`config.mk`:
```
export PLATFORM = sky130hd
export DESIGN_NAME = paddle_pot_emulator_flat
export DESIGN_NICKNAME = d
export VERILOG_FILES = /design/src/rtl/paddle_pot_emulator_if.sv /design/src/rtl/paddle_pot_emulator.sv /design/src/flat_wrapper.sv
export SDC_FILE = /design/constraint.sdc
export NUM_CORES = 1
export LEC_CHECK = 0
export CAP_MARGIN = 40
export CORE_MARGIN = 4
export CORE_UTILIZATION = 33
export CTS_BUF_LIST = sky130_fd_sc_hd__clkbuf_8
export CTS_CLUSTER_DIAMETER = 100
export DETAILED_ROUTE_END_ITERATION = 8
export GPL_TIMING_DRIVEN = 0
export MAX_ROUTING_LAYER = met4
export PLACE_DENSITY_LB_ADDON = 0.2
export SLEW_MARGIN = 40
export SYNTH_ARGS = -nofsm -noshare
export SYNTH_HDL_FRONTEND = slang
export SYNTH_SLANG_ARGS = --single-unit
```
`constraint.sdc`:
```
create_clock -name clk -period 10.32 [get_ports clk]
set_input_delay 3.096 -clock clk [delete_from_list [all_inputs] [get_ports clk]]
set_output_delay 3.096 -clock clk [all_outputs]
set_load 0.02 [all_outputs]
```
`src/rtl/paddle_pot_emulator_if.sv`:
```
// Purpose : bundles the video timing, raw buttons and paddle outputs shared by
//           the button-driven paddle emulator and whatever drives/observes it.
// Latency : none (wires only).
// Backpressure: none; every signal is a level, with no handshake.
// Ports   : master drives hsync/vsync/vpos/btn_*, observes hpaddle/paddle_target/speed/dir_state;
//           slave is the emulator side.
interface paddle_pot_emulator_if;
  logic       hsync;
  logic       vsync;
  logic [8:0] vpos;
  logic       btn_left;
  logic       btn_right;
  logic       hpaddle;
  logic [8:0] paddle_target;
  logic [2:0] speed;
  logic [1:0] dir_state;

  modport master (
    output hsync, vsync, vpos, btn_left, btn_right,
    input  hpaddle, paddle_target, speed, dir_state
  );

  modport slave (
    input  hsync, vsync, vpos, btn_left, btn_right,
    output hpaddle, paddle_target, speed, dir_state
  );
endinterface

```
`src/rtl/paddle_pot_emulator.sv`:
```
// Purpose : replaces an analog paddle pot with two buttons. Per frame it debounces,
//           accelerates and clamps a target position; per line it drives hpaddle low
//           while vpos <= target, so a "latch vpos while hpaddle low" receiver recovers it.
// Latency : hpaddle is 1 clk after vpos; the target moves on the vsync rising edge and
//           reaches the comparator (frame_target) one clk later.
// Backpressure: none; inputs are sampled every clk and the outputs are free-running levels.
// Ports   : clk, reset (async, active high), bus (slave modport of paddle_pot_emulator_if):
//           hsync/vsync/vpos timing in, btn_left/btn_right raw async buttons in,
//           hpaddle, paddle_target, speed, dir_state out.
module paddle_pot_emulator #(
  parameter int POS_MIN         = 0,
  parameter int POS_MAX         = 224,
  parameter int POS_RESET       = 112,
  parameter int DEBOUNCE_FRAMES = 2,
  parameter int ACCEL_FRAMES    = 4,
  parameter int MAX_SPEED       = 4
) (
  input  logic                  clk,
  input  logic                  reset,
  paddle_pot_emulator_if.slave  bus
);

  typedef enum logic [1:0] {
    IDLE   = 2'd0,
    MOVE_L = 2'd1,
    MOVE_R = 2'd2
  } dir_t;

  localparam logic [8:0]        POS_RESET_V = 9'(POS_RESET);
  localparam logic [8:0]        POS_MIN_V   = 9'(POS_MIN);
  localparam logic [8:0]        POS_MAX_V   = 9'(POS_MAX);
  localparam logic signed [9:0] POS_MIN_S   = 10'(POS_MIN);
  localparam logic signed [9:0] POS_MAX_S   = 10'(POS_MAX);
  localparam logic [2:0]        DEB_V       = 3'(DEBOUNCE_FRAMES);
  localparam logic [3:0]        ACC_V       = 4'(ACCEL_FRAMES);
  localparam logic [2:0]        MAX_SPEED_V = 3'(MAX_SPEED);

  logic [1:0]        left_sync;
  logic [1:0]        right_sync;
  logic              vsync_prev;
  logic              frame_tick;
  logic              tick_d;

  logic              db_left;
  logic              db_right;
  logic [2:0]        cnt_left;
  logic [2:0]        cnt_right;
  logic              db_left_nxt;
  logic              db_right_nxt;
  logic [2:0]        cnt_left_nxt;
  logic [2:0]        cnt_right_nxt;

  dir_t              state;
  dir_t              state_nxt;
  logic [2:0]        speed_r;
  logic [2:0]        speed_nxt;
  logic [3:0]        accel_cnt;
  logic [3:0]        accel_nxt;

  logic [8:0]        target_r;
  logic [8:0]        target_nxt;
  logic [8:0]        frame_target;
  logic signed [9:0] pos_sum;
  logic              hpaddle_r;

  assign frame_tick = bus.vsync & ~vsync_prev;

  // Debounce: a sample that disagrees with the debounced level for DEB_V
  // consecutive ticks flips it; any agreeing tick restarts the count.
  always_comb begin
    db_left_nxt  = db_left;
    cnt_left_nxt = 3'd0;
    if (left_sync[1] != db_left) begin
      if (cnt_left + 3'd1 == DEB_V) db_left_nxt  = ~db_left;
      else                          cnt_left_nxt = cnt_left + 3'd1;
    end

    db_right_nxt  = db_right;
    cnt_right_nxt = 3'd0;
    if (right_sync[1] != db_right) begin
      if (cnt_right + 3'd1 == DEB_V) db_right_nxt  = ~db_right;
      else                           cnt_right_nxt = cnt_right + 3'd1;
    end
  end

  // Direction, speed and position all use the debounced levels that settle
  // on this very tick, so a press is acted on the tick it is accepted.
  always_comb begin
    case ({db_left_nxt, db_right_nxt})
      2'b10:   state_nxt = MOVE_L;
      2'b01:   state_nxt = MOVE_R;
      default: state_nxt = IDLE;
    endcase

    speed_nxt = speed_r;
    accel_nxt = accel_cnt;
    if (state_nxt == IDLE) begin
      speed_nxt = 3'd0;
      accel_nxt = 4'd0;
    end else if (state_nxt != state) begin
      // Fresh start or direct reversal always restarts slow.
      speed_nxt = 3'd1;
      accel_nxt = 4'd0;
    end else if (accel_cnt + 4'd1 == ACC_V) begin
      accel_nxt = 4'd0;
      if (speed_r < MAX_SPEED_V) speed_nxt = speed_r + 3'd1;
    end else begin
      accel_nxt = accel_cnt + 4'd1;
    end

    // One extra sign bit lets a left move below zero be seen and clamped
    // instead of wrapping to the top of the 9-bit range.
    case (state_nxt)
      MOVE_L:  pos_sum = $signed({1'b0, target_r}) - $signed({7'd0, speed_nxt});
      MOVE_R:  pos_sum = $signed({1'b0, target_r}) + $signed({7'd0, speed_nxt});
      default: pos_sum = $signed({1'b0, target_r});
    endcase

    if (pos_sum < POS_MIN_S)      target_nxt = POS_MIN_V;
    else if (pos_sum > POS_MAX_S) target_nxt = POS_MAX_V;
    else                          target_nxt = pos_sum[8:0];
  end

  always_ff @(posedge clk or posedge reset) begin
    if (reset) begin
      left_sync    <= 2'b00;
      right_sync   <= 2'b00;
      vsync_prev   <= 1'b0;
      tick_d       <= 1'b0;
      db_left      <= 1'b0;
      db_right     <= 1'b0;
      cnt_left     <= 3'd0;
      cnt_right    <= 3'd0;
      state        <= IDLE;
      speed_r      <= 3'd0;
      accel_cnt    <= 4'd0;
      target_r     <= POS_RESET_V;
      frame_target <= POS_RESET_V;
      hpaddle_r    <= 1'b1;
    end else begin
      left_sync  <= {left_sync[0], bus.btn_left};
      right_sync <= {right_sync[0], bus.btn_right};
      vsync_prev <= bus.vsync;
      tick_d     <= frame_tick;

      if (frame_tick) begin
        db_left   <= db_left_nxt;
        db_right  <= db_right_nxt;
        cnt_left  <= cnt_left_nxt;
        cnt_right <= cnt_right_nxt;
        state     <= state_nxt;
        speed_r   <= speed_nxt;
        accel_cnt <= accel_nxt;
        target_r  <= target_nxt;
      end

      // Comparator copy only moves right after a tick, i.e. during vsync,
      // so the visible part of a frame always sees one value.
      if (tick_d) frame_target <= target_r;

      hpaddle_r <= (bus.vpos > frame_target);
    end
  end

  assign bus.hpaddle       = hpaddle_r;
  assign bus.paddle_target = target_r;
  assign bus.speed         = speed_r;
  assign bus.dir_state     = state;

endmodule
```
`src/flat_wrapper.sv`:
```
// flat-port wrapper written by rule: the top's interface ports become plain ports
module paddle_pot_emulator_flat 
#(
  parameter int POS_MIN         = 0,
  parameter int POS_MAX         = 224,
  parameter int POS_RESET       = 112,
  parameter int DEBOUNCE_FRAMES = 2,
  parameter int ACCEL_FRAMES    = 4,
  parameter int MAX_SPEED       = 4
)
  (clk, reset, bus_hsync, bus_vsync, bus_vpos, bus_btn_left, bus_btn_right, bus_hpaddle, bus_paddle_target, bus_speed, bus_dir_state);
  paddle_pot_emulator_if bus_i ();
  input  logic clk;
  input  logic reset;
  input wire logic [$bits(bus_i.hsync)-1:0] bus_hsync;
  input wire logic [$bits(bus_i.vsync)-1:0] bus_vsync;
  input wire logic [$bits(bus_i.vpos)-1:0] bus_vpos;
  input wire logic [$bits(bus_i.btn_left)-1:0] bus_btn_left;
  input wire logic [$bits(bus_i.btn_right)-1:0] bus_btn_right;
  output wire logic [$bits(bus_i.hpaddle)-1:0] bus_hpaddle;
  output wire logic [$bits(bus_i.paddle_target)-1:0] bus_paddle_target;
  output wire logic [$bits(bus_i.speed)-1:0] bus_speed;
  output wire logic [$bits(bus_i.dir_state)-1:0] bus_dir_state;
  assign bus_i.hsync = bus_hsync;
  assign bus_i.vsync = bus_vsync;
  assign bus_i.vpos = bus_vpos;
  assign bus_i.btn_left = bus_btn_left;
  assign bus_i.btn_right = bus_btn_right;
  assign bus_hpaddle = bus_i.hpaddle;
  assign bus_paddle_target = bus_i.paddle_target;
  assign bus_speed = bus_i.speed;
  assign bus_dir_state = bus_i.dir_state;
  paddle_pot_emulator #(.POS_MIN(POS_MIN), .POS_MAX(POS_MAX), .POS_RESET(POS_RESET), .DEBOUNCE_FRAMES(DEBOUNCE_FRAMES), .ACCEL_FRAMES(ACCEL_FRAMES), .MAX_SPEED(MAX_SPEED)) u_core (.clk(clk), .reset(reset), .bus(bus_i));
endmodule
```
==> flow_summary.yaml <==
status:
  status: "completed"
final_layout:
  final_nets: 397
  finish.utilization_pct: 40.4
  antenna_cells: 0
  fillers: 845
  drive_above_1_share_pct: 9.60
  synthToLayoutAreaGrowth_pct: 17.8
global_route:
  track_usage_pct: 13.7
  grt_use_met1_pct: 18.2
  grt-ovfl-total: 0
  grtUsageMet2_pct: 21.0
  grt_pass1_wl_um: 10900
  busiest_layer: "met2"
  grt_pass1_vias: 2354
  gr-usage-met3_pct: 2.42
  grt_antenna_before_repair: 0
  grt_max_degree: 43
floorplanning:
  rows: 33
  fp.dieW_um: 101
  pin_count: 30
  coreArea_sq_um: 8340
  initial_core_util_pct: 34.3
  dieArea_sq_um: 10200
  die_h_um: 101
logic_synthesis:
  synthFlopType: "dfrtp_1"
  ys_top_cells_by_count: "nand2_1 (40), dfrtp_1 (35), o21ai_0 (35)"
  syn_avg_cell_area_sq_um: 8.99
  yosys_warnings: 0
  synth_area_leaders: "dfrtp_1 (31%), ha_1 (12%), dfstp_2 (6.4%), o21ai_0 (6.1%), nand2_1 (5.3%)"
  mappedNetlistNets: 362
  synth_cell_types: 59
  yosys.area.top_type: "dfrtp_1"
  post-synth-top-count-cell: "nand2_1"
  synth_edf_count: 0
  synth_seq_area_share_pct: 37.1
  synth_seq_cells: 42
  synth_top_area_share_pct: 30.6
  synth_cells: 318
  async_reset_ff_share_pct: 100
  netlist_area_sq_um: 2860
flow_run:
  maxCapViolations: 0
timing:
  slew_viol_final: 0
  setup_viol: 0
  rsz0062_at_grt: "no"
  fmax_mhz: 190
  finalClockSkew_ps: 14.7
  fin_tns_setup_ps: 0
  finalHoldViolations: 0
  worst_pin_slew_ps: 635
  layout_setup_ws_ps: 5050
  slew-limit-headroom_pct: 57.1
  fin_crit_ps: 5270
  period_share_pct: 51.1
setup_path:
  worst-r2r-cell-count: 21
  path_delay_family: "compound AO/OA/AOI/OAI gates"
  required_ps: 10460
  critPathSlowestCell: "o311ai_0"
  critical_path_peak_fanout: 7
  r2r_slack_ps: 5050
  path_common_cell: "ha_1"
  setup.worst_path.class: "reg -> reg"
  worst-path-buf-inv: 3
  worstReg2RegEnd: "u_core.bus.paddle_target[1]"
  setup.worst_path.start_class: "register"
  endpoint_kind: "register"
  crit_chain: "ha_1, nand2b_1, nand3_1, mux2i_1, inv_1, ha_1, buf_2, xor2_1, nor2_1, nand2_1, a21o_1, ha_1, inv_1, mux2i_1, ha_1, a211oi_1, nor2_1, o311ai_0, o2111ai_1, o211ai_2, o22ai_1"
  timing.rr.start: "u_core.cnt_right[0]"
  cp_slowest_stage_delay_ps: 600
  crit_arrival_ps: 5410
place:
  dp_slack_ps: 5070
  place_hpwl_um: 4940
  gp_congestion: 0.864
  port_buffers: 28
clock_network:
  insertion_delay_ps: 300
  cts_resized: 0
  numCtsBuffers: 5
  cts_tree: "done"
  post_cts_buffers: 0
  cts.reportedPaths.clkPinSlew_ps: 90
  cts.sinks: 42
  cts_root_buf: "clkbuf_8"
  hold_buffers: 0
  ctsLongestPathBuffers: 2
  htree_num_levels: 2
routing:
  post_drt_wl_per_cell_um: 14.1
  num_vias: 2362
  drc_errors: 0
  via_per_inst: 5.15
  wirelength_um: 6460
  drtPass1Iterations: 4
  detail-route-antenna-nets: 0
  drtIter0Drc: 77
hold_path:
  worstHoldPathType: "reg -> reg"
  min_path_cells: 0
  hold_start: "u_core.left_sync[0]"
  whs_endpoint: "u_core.left_sync[1]"
[state kept, by name (all words and copies together), names as in the netlist]
name	count
u_core.frame_target	9
u_core.right_sync	2
u_core.bus.speed	3
u_core.accel_cnt	4
u_core.db_left	1
u_core.left_sync	2
u_core.vsync_prev	1
u_core.tick_d	1
u_core.bus.hpaddle	1
u_core.cnt_right	3
u_core.bus.dir_state	2
u_core.db_right	1
u_core.cnt_left	3
u_core.bus.paddle_target	9
[worst register-to-register path: stages (launching register included)]
cell,delay (ps)
dfrtp_1,420
ha_1,230
nand2b_1,140
nand3_1,130
mux2i_1,300
inv_1,80
ha_1,200
buf_2,170
xor2_1,190
nor2_1,180
nand2_1,190
a21o_1,220
ha_1,270
inv_1,30
mux2i_1,310
ha_1,320
a211oi_1,300
nor2_1,130
o311ai_0,600
o2111ai_1,240
o211ai_2,330
o22ai_1,120
[stage by stage]
step,cells,hold WS [ps],cell area [sq um]
3_5_place_dp,451,339,3270
3_3_place_gp,451,336,3270
6_report,459,347,3370
4_1_cts,459,355,3370
5_1_grt,459,369,3370
2_1_floorplan,318,331,2860
[metal layers]
layer	vias up	wire [um]
met5	-	0
met4	0	125
met3	10	230
met2	36	2890
met1	1115	3210
li1	1201	-
[how the worst max path moves through the flow]
stage,from,to,cells after the start
floorplan,u_core.cnt_right[0],u_core.bus.paddle_target[3],22
global placement,u_core.cnt_right[0],u_core.bus.paddle_target[0],21
detailed placement,u_core.cnt_right[0],u_core.bus.paddle_target[1],21
CTS,u_core.cnt_right[0],u_core.bus.paddle_target[1],21
global route,u_core.cnt_right[0],u_core.bus.paddle_target[1],22
finish,u_core.cnt_right[0],u_core.bus.paddle_target[1],21
[layout make-up]
| type | instances | area, sq um | area share, % |
|---|---|---|---|
| multi-input cells | 233 | 1630 | 48.4 |
| flip-flops and latches | 42 | 1060 | 31.5 |
| repair buffers | 28 | 280 | 8.32 |
| well taps | 105 | 131 | 3.90 |
| inverters | 29 | 111 | 3.31 |
| clock buffers | 6 | 82.6 | 2.45 |
| plain buffers | 14 | 60.1 | 1.78 |
| clock inverters | 2 | 12.5 | 0.371 |
[cell families (layout without fill, tap and decap cells)]
family	after synthesis	after routing	synth area share, %
AO/OA/AOI/OAI	91	91	21.3
XOR/XNOR	9	9	3.02
adder cells (fa/ha/maj)	29	29	13.0
buffers and inverters	43	79	5.91
flip-flops	42	42	37.1
multiplexers	6	6	2.32
AND/OR/NAND/NOR	98	98	17.4
[layout by cell type (no fill, tap or decap), types with 5 or more instances in the layout]
cell | netlist | routed
nand2b_1 | 11 | 11
ha_1 | 28 | 28
dfstp_2 | 7 | 7
nand2_1 | 40 | 40
dfrtp_1 | 35 | 35
nand3_1 | 8 | 8
clkbuf_1 | 8 | 8
inv_1 | 29 | 28
nor3_1 | 7 | 7
clkdlybuf4s50_1 | 0 | 28
nor2_1 | 9 | 9
o21ai_0 | 35 | 35
buf_2 | 6 | 6
o22ai_1 | 5 | 5
clkbuf_8 | 0 | 6
a21oi_1 | 11 | 11
Power is not shown: default switching activity piles up to over one toggle a cycle in this logic, so the estimate is an artifact.
